===== src/rtl/psram_port_arbiter_if.sv =====
// Request/response bundle between the CPU iomem window, the SPI command logger
// and the PSRAM controller port. The arbiter connects as slave, its environment as master.
interface psram_port_arbiter_if #(
  parameter int ADDR_W    = 24,
  parameter int LOG_DEPTH = 8
);
  localparam int CNT_W = $clog2(LOG_DEPTH) + 1;

  logic              cpu_valid;
  logic [ADDR_W-1:0] cpu_addr;
  logic [3:0]        cpu_wstrb;
  logic [31:0]       cpu_wdata;
  logic [31:0]       cpu_rdata;
  logic              cpu_ready;

  logic              log_valid;
  logic [ADDR_W-1:0] log_addr;
  logic [31:0]       log_wdata;
  logic              log_ready;
  logic [CNT_W-1:0]  log_level;

  logic              ram_valid;
  logic [ADDR_W-1:0] ram_addr;
  logic [3:0]        ram_wstrb;
  logic [31:0]       ram_wdata;
  logic [31:0]       ram_rdata;
  logic              ram_ready;

  modport slave (
    input  cpu_valid, cpu_addr, cpu_wstrb, cpu_wdata,
    output cpu_rdata, cpu_ready,
    input  log_valid, log_addr, log_wdata,
    output log_ready, log_level,
    output ram_valid, ram_addr, ram_wstrb, ram_wdata,
    input  ram_rdata, ram_ready
  );

  modport master (
    output cpu_valid, cpu_addr, cpu_wstrb, cpu_wdata,
    input  cpu_rdata, cpu_ready,
    output log_valid, log_addr, log_wdata,
    input  log_ready, log_level,
    input  ram_valid, ram_addr, ram_wstrb, ram_wdata,
    output ram_rdata, ram_ready
  );
endinterface


===== src/rtl/psram_port_arbiter.sv =====
// Shares one PSRAM controller port between blocking CPU accesses and posted logger
// writes; logger writes are buffered in a circular FIFO and arbitrated round-robin.
module psram_port_arbiter #(
  parameter int ADDR_W    = 24,
  parameter int LOG_DEPTH = 8
) (
  input  logic                clk,
  input  logic                reset,
  psram_port_arbiter_if.slave bus
);
  localparam int PTR_W = $clog2(LOG_DEPTH);
  localparam int CNT_W = $clog2(LOG_DEPTH) + 1;
  localparam logic [CNT_W-1:0] FULL_LVL = CNT_W'(LOG_DEPTH);

  typedef enum logic [1:0] {
    IDLE     = 2'd0,
    CPU_BUSY = 2'd1,
    LOG_BUSY = 2'd2,
    CPU_ACK  = 2'd3
  } state_t;

  state_t            state_r;
  state_t            state_nxt_s;
  logic              last_grant_cpu_r;
  logic              grant_cpu_s;
  logic              grant_log_s;
  logic              cpu_done_s;
  logic              log_done_s;
  logic              log_pend_s;
  logic              log_ready_s;
  logic              push_s;

  logic [ADDR_W-1:0] fifo_addr_r [LOG_DEPTH];
  logic [31:0]       fifo_data_r [LOG_DEPTH];
  logic [PTR_W-1:0]  wr_ptr_r;
  logic [PTR_W-1:0]  rd_ptr_r;
  logic [CNT_W-1:0]  level_r;

  logic              ram_valid_r;
  logic [ADDR_W-1:0] ram_addr_r;
  logic [3:0]        ram_wstrb_r;
  logic [31:0]       ram_wdata_r;
  logic [31:0]       cpu_rdata_r;
  logic              cpu_ready_r;

  assign log_ready_s   = (level_r != FULL_LVL);
  assign log_pend_s    = (level_r != {CNT_W{1'b0}});
  assign push_s        = bus.log_valid && log_ready_s;

  assign bus.log_ready = log_ready_s;
  assign bus.log_level = level_r;
  assign bus.ram_valid = ram_valid_r;
  assign bus.ram_addr  = ram_addr_r;
  assign bus.ram_wstrb = ram_wstrb_r;
  assign bus.ram_wdata = ram_wdata_r;
  assign bus.cpu_rdata = cpu_rdata_r;
  assign bus.cpu_ready = cpu_ready_r;

  // Grant decision and next state; a full FIFO wins over round-robin fairness
  always_comb begin
    state_nxt_s = state_r;
    grant_cpu_s = 1'b0;
    grant_log_s = 1'b0;
    cpu_done_s  = 1'b0;
    log_done_s  = 1'b0;
    case (state_r)
      IDLE: begin
        if (level_r == FULL_LVL) begin
          grant_log_s = 1'b1;
          state_nxt_s = LOG_BUSY;
        end else if (bus.cpu_valid && log_pend_s) begin
          if (last_grant_cpu_r) begin
            grant_log_s = 1'b1;
            state_nxt_s = LOG_BUSY;
          end else begin
            grant_cpu_s = 1'b1;
            state_nxt_s = CPU_BUSY;
          end
        end else if (bus.cpu_valid) begin
          grant_cpu_s = 1'b1;
          state_nxt_s = CPU_BUSY;
        end else if (log_pend_s) begin
          grant_log_s = 1'b1;
          state_nxt_s = LOG_BUSY;
        end else begin
          state_nxt_s = IDLE;
        end
      end
      CPU_BUSY: begin
        if (bus.ram_ready) begin
          cpu_done_s  = 1'b1;
          state_nxt_s = CPU_ACK;
        end else begin
          state_nxt_s = CPU_BUSY;
        end
      end
      LOG_BUSY: begin
        if (bus.ram_ready) begin
          log_done_s  = 1'b1;
          state_nxt_s = IDLE;
        end else begin
          state_nxt_s = LOG_BUSY;
        end
      end
      CPU_ACK: begin
        state_nxt_s = IDLE;
      end
      default: begin
        state_nxt_s = IDLE;
      end
    endcase
  end

  // State register and round-robin history
  always_ff @(posedge clk or posedge reset) begin
    if (reset) begin
      state_r          <= IDLE;
      last_grant_cpu_r <= 1'b0;
    end else begin
      state_r <= state_nxt_s;
      if (grant_cpu_s || grant_log_s) begin
        last_grant_cpu_r <= grant_cpu_s;
      end
    end
  end

  // FIFO storage; contents are only meaningful between the pointers
  always_ff @(posedge clk) begin
    if (push_s) begin
      fifo_addr_r[wr_ptr_r] <= bus.log_addr;
      fifo_data_r[wr_ptr_r] <= bus.log_wdata;
    end
  end

  // FIFO pointers and occupancy; push and pop in one cycle cancel out
  always_ff @(posedge clk or posedge reset) begin
    if (reset) begin
      wr_ptr_r <= {PTR_W{1'b0}};
      rd_ptr_r <= {PTR_W{1'b0}};
      level_r  <= {CNT_W{1'b0}};
    end else begin
      if (push_s) begin
        wr_ptr_r <= wr_ptr_r + PTR_W'(1);
      end
      if (log_done_s) begin
        rd_ptr_r <= rd_ptr_r + PTR_W'(1);
      end
      if (push_s && !log_done_s) begin
        level_r <= level_r + CNT_W'(1);
      end else if (!push_s && log_done_s) begin
        level_r <= level_r - CNT_W'(1);
      end
    end
  end

  // Downstream request and CPU response registers; ram_* frozen while ram_valid is high
  always_ff @(posedge clk or posedge reset) begin
    if (reset) begin
      ram_valid_r <= 1'b0;
      ram_addr_r  <= {ADDR_W{1'b0}};
      ram_wstrb_r <= 4'h0;
      ram_wdata_r <= 32'h0000_0000;
      cpu_rdata_r <= 32'h0000_0000;
      cpu_ready_r <= 1'b0;
    end else begin
      cpu_ready_r <= cpu_done_s;
      if (grant_cpu_s) begin
        ram_valid_r <= 1'b1;
        ram_addr_r  <= bus.cpu_addr;
        ram_wstrb_r <= bus.cpu_wstrb;
        ram_wdata_r <= bus.cpu_wdata;
      end else if (grant_log_s) begin
        ram_valid_r <= 1'b1;
        ram_addr_r  <= fifo_addr_r[rd_ptr_r];
        ram_wstrb_r <= 4'hF;
        ram_wdata_r <= fifo_data_r[rd_ptr_r];
      end else if (cpu_done_s || log_done_s) begin
        ram_valid_r <= 1'b0;
      end
      if (cpu_done_s) begin
        cpu_rdata_r <= (ram_wstrb_r == 4'h0) ? bus.ram_rdata : 32'h0000_0000;
      end
    end
  end
endmodule


===== src/flat_wrapper.sv =====
// flat-port wrapper written by rule: the top's interface ports become plain ports
module psram_port_arbiter_flat 
#(
  parameter int ADDR_W    = 24,
  parameter int LOG_DEPTH = 8
)
  (clk, reset, bus_cpu_valid, bus_cpu_addr, bus_cpu_wstrb, bus_cpu_wdata, bus_cpu_rdata, bus_cpu_ready, bus_log_valid, bus_log_addr, bus_log_wdata, bus_log_ready, bus_log_level, bus_ram_valid, bus_ram_addr, bus_ram_wstrb, bus_ram_wdata, bus_ram_rdata, bus_ram_ready);
  psram_port_arbiter_if #(.ADDR_W(ADDR_W), .LOG_DEPTH(LOG_DEPTH)) bus_i ();
  input  logic clk;
  input  logic reset;
  input wire logic [$bits(bus_i.cpu_valid)-1:0] bus_cpu_valid;
  input wire logic [$bits(bus_i.cpu_addr)-1:0] bus_cpu_addr;
  input wire logic [$bits(bus_i.cpu_wstrb)-1:0] bus_cpu_wstrb;
  input wire logic [$bits(bus_i.cpu_wdata)-1:0] bus_cpu_wdata;
  output wire logic [$bits(bus_i.cpu_rdata)-1:0] bus_cpu_rdata;
  output wire logic [$bits(bus_i.cpu_ready)-1:0] bus_cpu_ready;
  input wire logic [$bits(bus_i.log_valid)-1:0] bus_log_valid;
  input wire logic [$bits(bus_i.log_addr)-1:0] bus_log_addr;
  input wire logic [$bits(bus_i.log_wdata)-1:0] bus_log_wdata;
  output wire logic [$bits(bus_i.log_ready)-1:0] bus_log_ready;
  output wire logic [$bits(bus_i.log_level)-1:0] bus_log_level;
  output wire logic [$bits(bus_i.ram_valid)-1:0] bus_ram_valid;
  output wire logic [$bits(bus_i.ram_addr)-1:0] bus_ram_addr;
  output wire logic [$bits(bus_i.ram_wstrb)-1:0] bus_ram_wstrb;
  output wire logic [$bits(bus_i.ram_wdata)-1:0] bus_ram_wdata;
  input wire logic [$bits(bus_i.ram_rdata)-1:0] bus_ram_rdata;
  input wire logic [$bits(bus_i.ram_ready)-1:0] bus_ram_ready;
  assign bus_i.cpu_valid = bus_cpu_valid;
  assign bus_i.cpu_addr = bus_cpu_addr;
  assign bus_i.cpu_wstrb = bus_cpu_wstrb;
  assign bus_i.cpu_wdata = bus_cpu_wdata;
  assign bus_cpu_rdata = bus_i.cpu_rdata;
  assign bus_cpu_ready = bus_i.cpu_ready;
  assign bus_i.log_valid = bus_log_valid;
  assign bus_i.log_addr = bus_log_addr;
  assign bus_i.log_wdata = bus_log_wdata;
  assign bus_log_ready = bus_i.log_ready;
  assign bus_log_level = bus_i.log_level;
  assign bus_ram_valid = bus_i.ram_valid;
  assign bus_ram_addr = bus_i.ram_addr;
  assign bus_ram_wstrb = bus_i.ram_wstrb;
  assign bus_ram_wdata = bus_i.ram_wdata;
  assign bus_i.ram_rdata = bus_ram_rdata;
  assign bus_i.ram_ready = bus_ram_ready;
  psram_port_arbiter #(.ADDR_W(ADDR_W), .LOG_DEPTH(LOG_DEPTH)) u_core (.clk(clk), .reset(reset), .bus(bus_i));
endmodule

===== config.mk =====
export PLATFORM = sky130hd
export DESIGN_NAME = psram_port_arbiter_flat
export DESIGN_NICKNAME = d
export VERILOG_FILES = /design/src/rtl/psram_port_arbiter_if.sv /design/src/rtl/psram_port_arbiter.sv /design/src/flat_wrapper.sv
export SDC_FILE = /design/constraint.sdc
export NUM_CORES = 1
export LEC_CHECK = 0
export BUFFER_PORTS_ARGS = -buffer_cell sky130_fd_sc_hd__buf_2
export CAP_MARGIN = 25
export CORE_MARGIN = 8
export CORE_UTILIZATION = 35
export CTS_CLUSTER_DIAMETER = 150
export CTS_CLUSTER_SIZE = 24
export DETAILED_ROUTE_END_ITERATION = 8
export GPL_TIMING_DRIVEN = 0
export RECOVER_POWER = 25
export SYNTH_ARGS = -nofsm -noshare
export SYNTH_HDL_FRONTEND = slang
export SYNTH_SLANG_ARGS = --single-unit

===== constraint.sdc =====
create_clock -name clk -period 16.2 [get_ports clk]
set_input_delay 0.81 -clock clk [delete_from_list [all_inputs] [get_ports clk]]
set_output_delay 0.81 -clock clk [all_outputs]
set_load 0.02 [all_outputs]

## After elaboration in Yosys (flattened, before gate mapping)

Memory sizes are Yosys's and may differ from the RTL's.
Index checks and enable logic that the tools add are counted.

| operators by class | value |
|---|---|
| add/subtract/negate cells | 4 |
| multiply operators | 0 |
| div/mod/pow operators | 0 |
| order comparisons | 0 |
| equal/unequal tests | 5 |
| shift operators | 0 |
| multiplexer cells | 36 |
| bitwise operators | 0 |
| reduce and logical (&&, ||, !) cells | 14 |

Operators with widths:

| operator | number |
|---|---|
| $mux W32 | 3 |
| $mux W24 | 2 |
| $mux W1 | 19 |
| $mux W4 | 4 |
| $mux W2 | 7 |
| $pmux W2 S4 | 1 |
| $add A3 B1 Y3 const B | 2 |
| $add A4 B1 Y4 const B | 1 |
| $eq A2 B2 Y1 const B | 2 |
| $eq A4 B4 Y1 const B | 1 |
| $logic_and A1 B1 Y1 | 4 |
| $logic_not A4 Y1 | 1 |
| $ne A4 B4 Y1 const B | 1 |
| $reduce_bool A2 Y1 | 2 |
| $reduce_bool A4 Y1 | 1 |
| $sub A4 B1 Y4 const B | 1 |
| $reduce_bool A3 Y1 | 1 |
| $eq A2 B1 Y1 const B | 1 |
| $logic_not A1 Y1 | 2 |
| $logic_not A2 Y1 | 1 |
| $logic_or A1 B1 Y1 | 2 |

| word-level totals | value |
|---|---|
| register bits after elaboration | 107 |
| bits in latches | 0 |
| RAM bits | 448 |
| memory bits (read-only) | 0 |
| input bits | 153 |
| logic and storage cells | 72 |
| memories kept | 2 |

Memory list:

| name | words | width | read ports | clocked after memory_dff | wr ports | line | text |
|---|---|---|---|---|---|---|---|
| u_core.fifo_data_r | 8 | 32 | 1 | 0 | 1 | psram_port_arbiter.sv:34 | `logic [31:0] fifo_data_r [LOG_DEPTH];` |
| u_core.fifo_addr_r | 8 | 24 | 1 | 0 | 1 | psram_port_arbiter.sv:33 | `logic [ADDR_W-1:0] fifo_addr_r [LOG_DEPTH];` |

## Longest topological paths before layout

| logic depth | value |
|---|---|
| word-level depth | 8 |
| gate-level depth with buffers | 11 |

## Worst setup path after synthesis

OpenSTA, ideal clock, no wires.

| timing path | value |
|---|---|
| kind | flip-flop to flip-flop |
| start | register u_core.level_r[0], in the netlist u_core.bus.log_level[0] |
| end | memory u_core.fifo_addr_r[0][0] (enable) |
| arrival time | 5183 ps |
| required time | 15661 ps |
| path slack | 10479 ps |
| stages on the path, launching flop included | 6 |
| buffers on the path | 1 |
| clock period less this slack | 5721 ps |
| cells stage by stage | dfrtp_1 -> or4b_1 -> buf_2 -> nand2_1 -> or2_2 -> nor3_1 |

| between the ends | value |
|---|---|
| word-level cells in the longest chain between the ends | 4 |

Ends and longest elaborated chain:

| element | line | text |
|---|---|---|
| start, declared | psram_port_arbiter.sv:37 | `logic [CNT_W-1:0] level_r;` |
| start signal, assigned | psram_port_arbiter.sv:140 | `level_r <= {CNT_W{1'b0}};` |
| start signal, assigned | psram_port_arbiter.sv:149 | `level_r <= level_r + CNT_W'(1);` |
| start signal, assigned | psram_port_arbiter.sv:151 | `level_r <= level_r - CNT_W'(1);` |
| $ne A4 B4 Y1 | psram_port_arbiter.sv:46 | `assign log_ready_s = (level_r != FULL_LVL);` |
| via bus_log_ready | flat_wrapper.sv:20 | `output wire logic [$bits(bus_i.log_ready)-1:0] bus_log_ready;` |
| $logic_and A1 B1 Y1 | psram_port_arbiter.sv:48 | `assign push_s = bus.log_valid && log_ready_s;` |
| $mux W1 | psram_port_arbiter.sv:129 | `if (push_s) begin` |
| $mux W1 (implied by the code) | psram_port_arbiter.sv:130 | `fifo_addr_r[wr_ptr_r] <= bus.log_addr;` |
| end, declared | psram_port_arbiter.sv:33 |  |

The timed path passes the listed nets, and every way through them passes these cells.

## Final worst setup path

| timing path | value |
|---|---|
| start | register u_core.level_r[0], in the netlist u_core.bus.log_level[0] |
| end | register u_core.level_r[3], in the netlist u_core.bus.log_level[3] |

| between the ends | value |
|---|---|
| word-level cells in the longest chain between the ends | 5 |

Ends and longest elaborated chain:

| element | line | text |
|---|---|---|
| $ne A4 B4 Y1 (*) | psram_port_arbiter.sv:46 |  |
| $logic_and A1 B1 Y1 (*) | psram_port_arbiter.sv:48 |  |
| via u_core.push_s | psram_port_arbiter.sv:31 | `logic push_s;` |
| $logic_not A1 Y1 | psram_port_arbiter.sv:150 | `end else if (!push_s && log_done_s) begin` |
| $logic_and A1 B1 Y1 | psram_port_arbiter.sv:150 |  |
| $reduce_bool A2 Y1 (no source line) | -- |  |

The timed path passes the listed nets; every way through them passes the cells marked *. The select of a mux whose other input is x is not followed.
A chain may end at the register's enable or synchronous reset.

==> impl_metrics.py <==
metrics = {
    "placed_design": {
        "gp_congestion": 0.7965,
        "portBuffers": 251,
        "hpwl_mm": 38.30,
        "placed_cell_area_sq_um": 24390,
        "placed_cells": 2197,
    },
    "synthesis": {
        "yosysUniqueCellTypes": 39,
        "yosys_warnings": 0,
        "synth_ff_type": "edfxtp_1",
        "synth_fa_ha_area_share_pct": 0.3837,
        "syn_nets": 1284,
        "synth_edf_count": 448,
        "avgSynthCellArea_sq_um": 19.13,
        "synthSimpleGateAreaFrac_pct": 3.512,
        "syn-cell-area_sq_um": 21520,
        "synth.mux.area_fraction_pct": 11.92,
        "synth-seq-cells": 555,
        "synth_top_family_by_area": "multiplexers",
        "synth_compound_area_share_pct": 7.372,
        "async_flop_share_pct": 19.28,
        "ys_seq_area_share_pct": 74.95,
        "synthCells": 1125,
        "synth_xor_xnor_area_share_pct": 0.2035,
    },
    "clock_tree": {
        "hold_buffers": 0,
        "cts_tree": "yes",
        "clockRootBuffer": "clkbuf_16",
        "clk_latency_ns": 0.60,
        "cts.path.max_buffers": 3,
        "numCtsBuffers": 27,
        "post-cts-setup-buffer-count": 0,
        "clkSinkCount": 555,
        "cts_htree_levels": 1,
        "ctsResizeCount": 0,
        "path_clk_slew_ns": 0.11,
    },
    "finish": {
        "fillerInstances": 5529,
        "layout.nets": 1595,
        "drive_above_1_share_pct": 32.05,
        "stdcell_count": 2253,
        "regArea_sq_um": 16130,
        "fin_util_pct": 41.07,
        "multi_input_area_sq_um": 5090,
        "area_growth_pct": 16.91,
        "finalInstanceArea_sq_um": 25160,
    },
    "timing": {
        "fin_skew_ns": 0.02260,
        "tightest_slew_ns": 1.368,
        "finalCritPeriodShare_pct": 18.63,
        "finalHoldViolations": 0,
        "max_freq_ghz": 0.3313,
        "setup_tns_ns": 0,
        "holdWs_ns": 0.4134,
        "min_period_ns": 3.018,
        "rsz0062_at_grt": "false",
        "slew_violations": 0,
        "slew_headroom_pct": 8.301,
        "finalSetupViolCount": 0,
    },
    "floorplanning": {
        "dieArea_sq_um": 69680,
        "start_util_pct": 35.13,
        "ios": 252,
        "rows": 91,
        "die-width_microns": 264.0,
        "core_area_sq_um": 61260,
        "die_y_microns": 264.0,
    },
    "run_status": {
        "status": "finished, final reports clean",
    },
    "detailed_routing": {
        "viasPerCell": 5.083,
        "routed_wl_mm": 54.94,
        "drt_first_pass_iters": 5,
        "first_iter_violations": 932,
        "postRouteAntennaNets": 0,
        "drc_errors": 0,
        "vias": 11453,
        "avgRoutedWirePerCell_microns": 24.38,
    },
    "critical_path": {
        "cp-start-kind": "register",
        "path_buf_inv": 3,
        "required_ns": 16.66,
        "cpMaxStageDelayCell": "or4b_1",
        "crit_family": "compound AO/OA/AOI/OAI gates",
        "critPathMaxStageDelay_ns": 0.53,
        "arrival_ns": 3.48,
        "cp_cell_sequence": "or4b_1, buf_2, nand2_1, inv_1, ha_1, inv_1, ha_1, a21o_1, a2111oi_0, o31ai_1",
        "path_class": "register to register",
        "endpoint_kind": "register",
        "worstPathMaxFanout": 8,
    },
    "global_routing": {
        "grt_pass1_vias": 12278,
        "overflow": 0,
        "antenna_found_initial": 7,
        "grt_first_pass_wirelength_mm": 81.70,
        "grt_max_degree": 84,
        "grtUsageTotal_pct": 15.48,
    },
    "pwr": {
        "vdd_drop_max_uv": 96.20,
        "power.density_nw_per_um2": 174.6,
        "p_leak_nw": 8.676,
    },
    "min_path": {
        "hp-class": "primary input to register",
    },
    "run": {
        "cap_viol_max_count": 0,
    },
}
-- worst register-to-register path: stages (launching register included) --
cell	delay (ns)
dfrtp_1	0.49
or4b_1	0.54
buf_2	0.18
nand2_1	0.14
inv_1	0.06
ha_1	0.23
inv_1	0.17
ha_1	0.26
a21o_1	0.20
a2111oi_0	0.48
o31ai_1	0.14
-- per-stage QoR --
step / worst slack (ns) / power [mW]
finish: 13.18 / 4.394
global route: 12.96 / 4.642
CTS: 13.23 / 4.480
detailed placement: 13.18 / 3.708
global placement: 6.576 / 3.639
floorplan: 10.48 / 3.055
-- registers in the layout, summed over array words and instances (netlist names) --
name / cells
u_core.bus.cpu_rdata: 32
u_core.bus.cpu_ready: 1
u_core.bus.log_level: 4
u_core.bus.ram_addr: 24
u_core.bus.ram_valid: 1
u_core.bus.ram_wdata: 32
u_core.bus.ram_wstrb: 4
u_core.fifo_addr_r: 192
u_core.fifo_data_r: 256
u_core.last_grant_cpu_r: 1
u_core.rd_ptr_r: 3
u_core.state_r: 2
u_core.wr_ptr_r: 3
-- where the power goes --
part	switching, mW	internal, mW
logic	1.00	0.688
clock network	0.450	0.325
registers	0.100	1.83
total	1.55	2.84
-- per-layer routing --
layer	track usage, %	vias up	share of wire [%]
li1	-	5126	-
met1	20.71	5988	44
met2	26.45	296	49
met3	3.096	39	5.5
met4	2.542	4	1.4
met5	0	-	0.042
-- cells by family after synthesis --
family / after synthesis
AND/OR/NAND/NOR: 150
AO/OA/AOI/OAI: 218
buffers and inverters: 75
multiplexers: 116
flip-flops: 555
XOR/XNOR: 5
adder cells (fa/ha/maj): 6
-- area by class of cell --
type / instances / share of cell area, %
clock inverters: 2 / 0.1989
inverters: 5 / 0.07957
multi-input cells: 495 / 20.23
plain buffers: 70 / 1.338
clock buffers: 48 / 2.999
well taps: 790 / 3.929
repair buffers: 282 / 7.057
flip-flops and latches: 555 / 64.11
diodes: 6 / 0.05967
-- synthesized netlist by cell type, types with 3 or more instances --
cell | n | area share [%]
nand2b_1 | 3 | 0.087
mux4_2 | 112 | 12
buf_1 | 4 | 0.070
a211oi_1 | 16 | 0.56
nor2b_1 | 56 | 1.6
clkbuf_1 | 36 | 0.63
edfxtp_1 | 448 | 63
nand2_1 | 64 | 1.1
nand3_1 | 4 | 0.093
xnor2_1 | 5 | 0.20
inv_1 | 5 | 0.087
o21ai_0 | 63 | 1.5
nor3_1 | 6 | 0.14
buf_2 | 23 | 0.53
o21ai_1 | 54 | 1.3
mux2_2 | 3 | 0.16
buf_6 | 5 | 0.26
a211oi_2 | 40 | 2.3
dfrtp_1 | 107 | 12
nor2_1 | 9 | 0.16
a22o_1 | 32 | 1.3
ha_1 | 5 | 0.29
o22a_1 | 4 | 0.16
-- path summary, 6_finish.rpt --
kind | end | depth (start not counted) | start | slack [ns]
max in group asynchronous | u_core.bus.ram_wdata[0] | 3 | reset | 14.65
worst min register to register | u_core.bus.ram_addr[0] | 2 | u_core.bus.ram_addr[0] | 0.49
worst max-delay path | u_core.bus.log_level[3] | 10 | u_core.bus.log_level[0] | 13.18
worst min-delay path | u_core.bus.ram_wstrb[0] | 2 | bus_cpu_wstrb[0] | 0.41
worst max register to register | u_core.bus.log_level[3] | 10 | u_core.bus.log_level[0] | 13.18
min in group asynchronous | u_core.bus.ram_wdata[23] | 2 | reset | 0.50
-- layout by cell type (no fill, tap or decap), types with 27 or more instances in the layout --
cell type / n
o21ai_1: 54
nor2b_1: 56
clkbuf_16: 27
clkbuf_1: 97
dfrtp_1: 107
edfxtp_1: 448
buf_2: 234
mux4_2: 112
nand2_1: 64
a22o_1: 32
o21ai_0: 63
a211oi_2: 40
No activity file was read; power rests on OpenSTA's default activity.
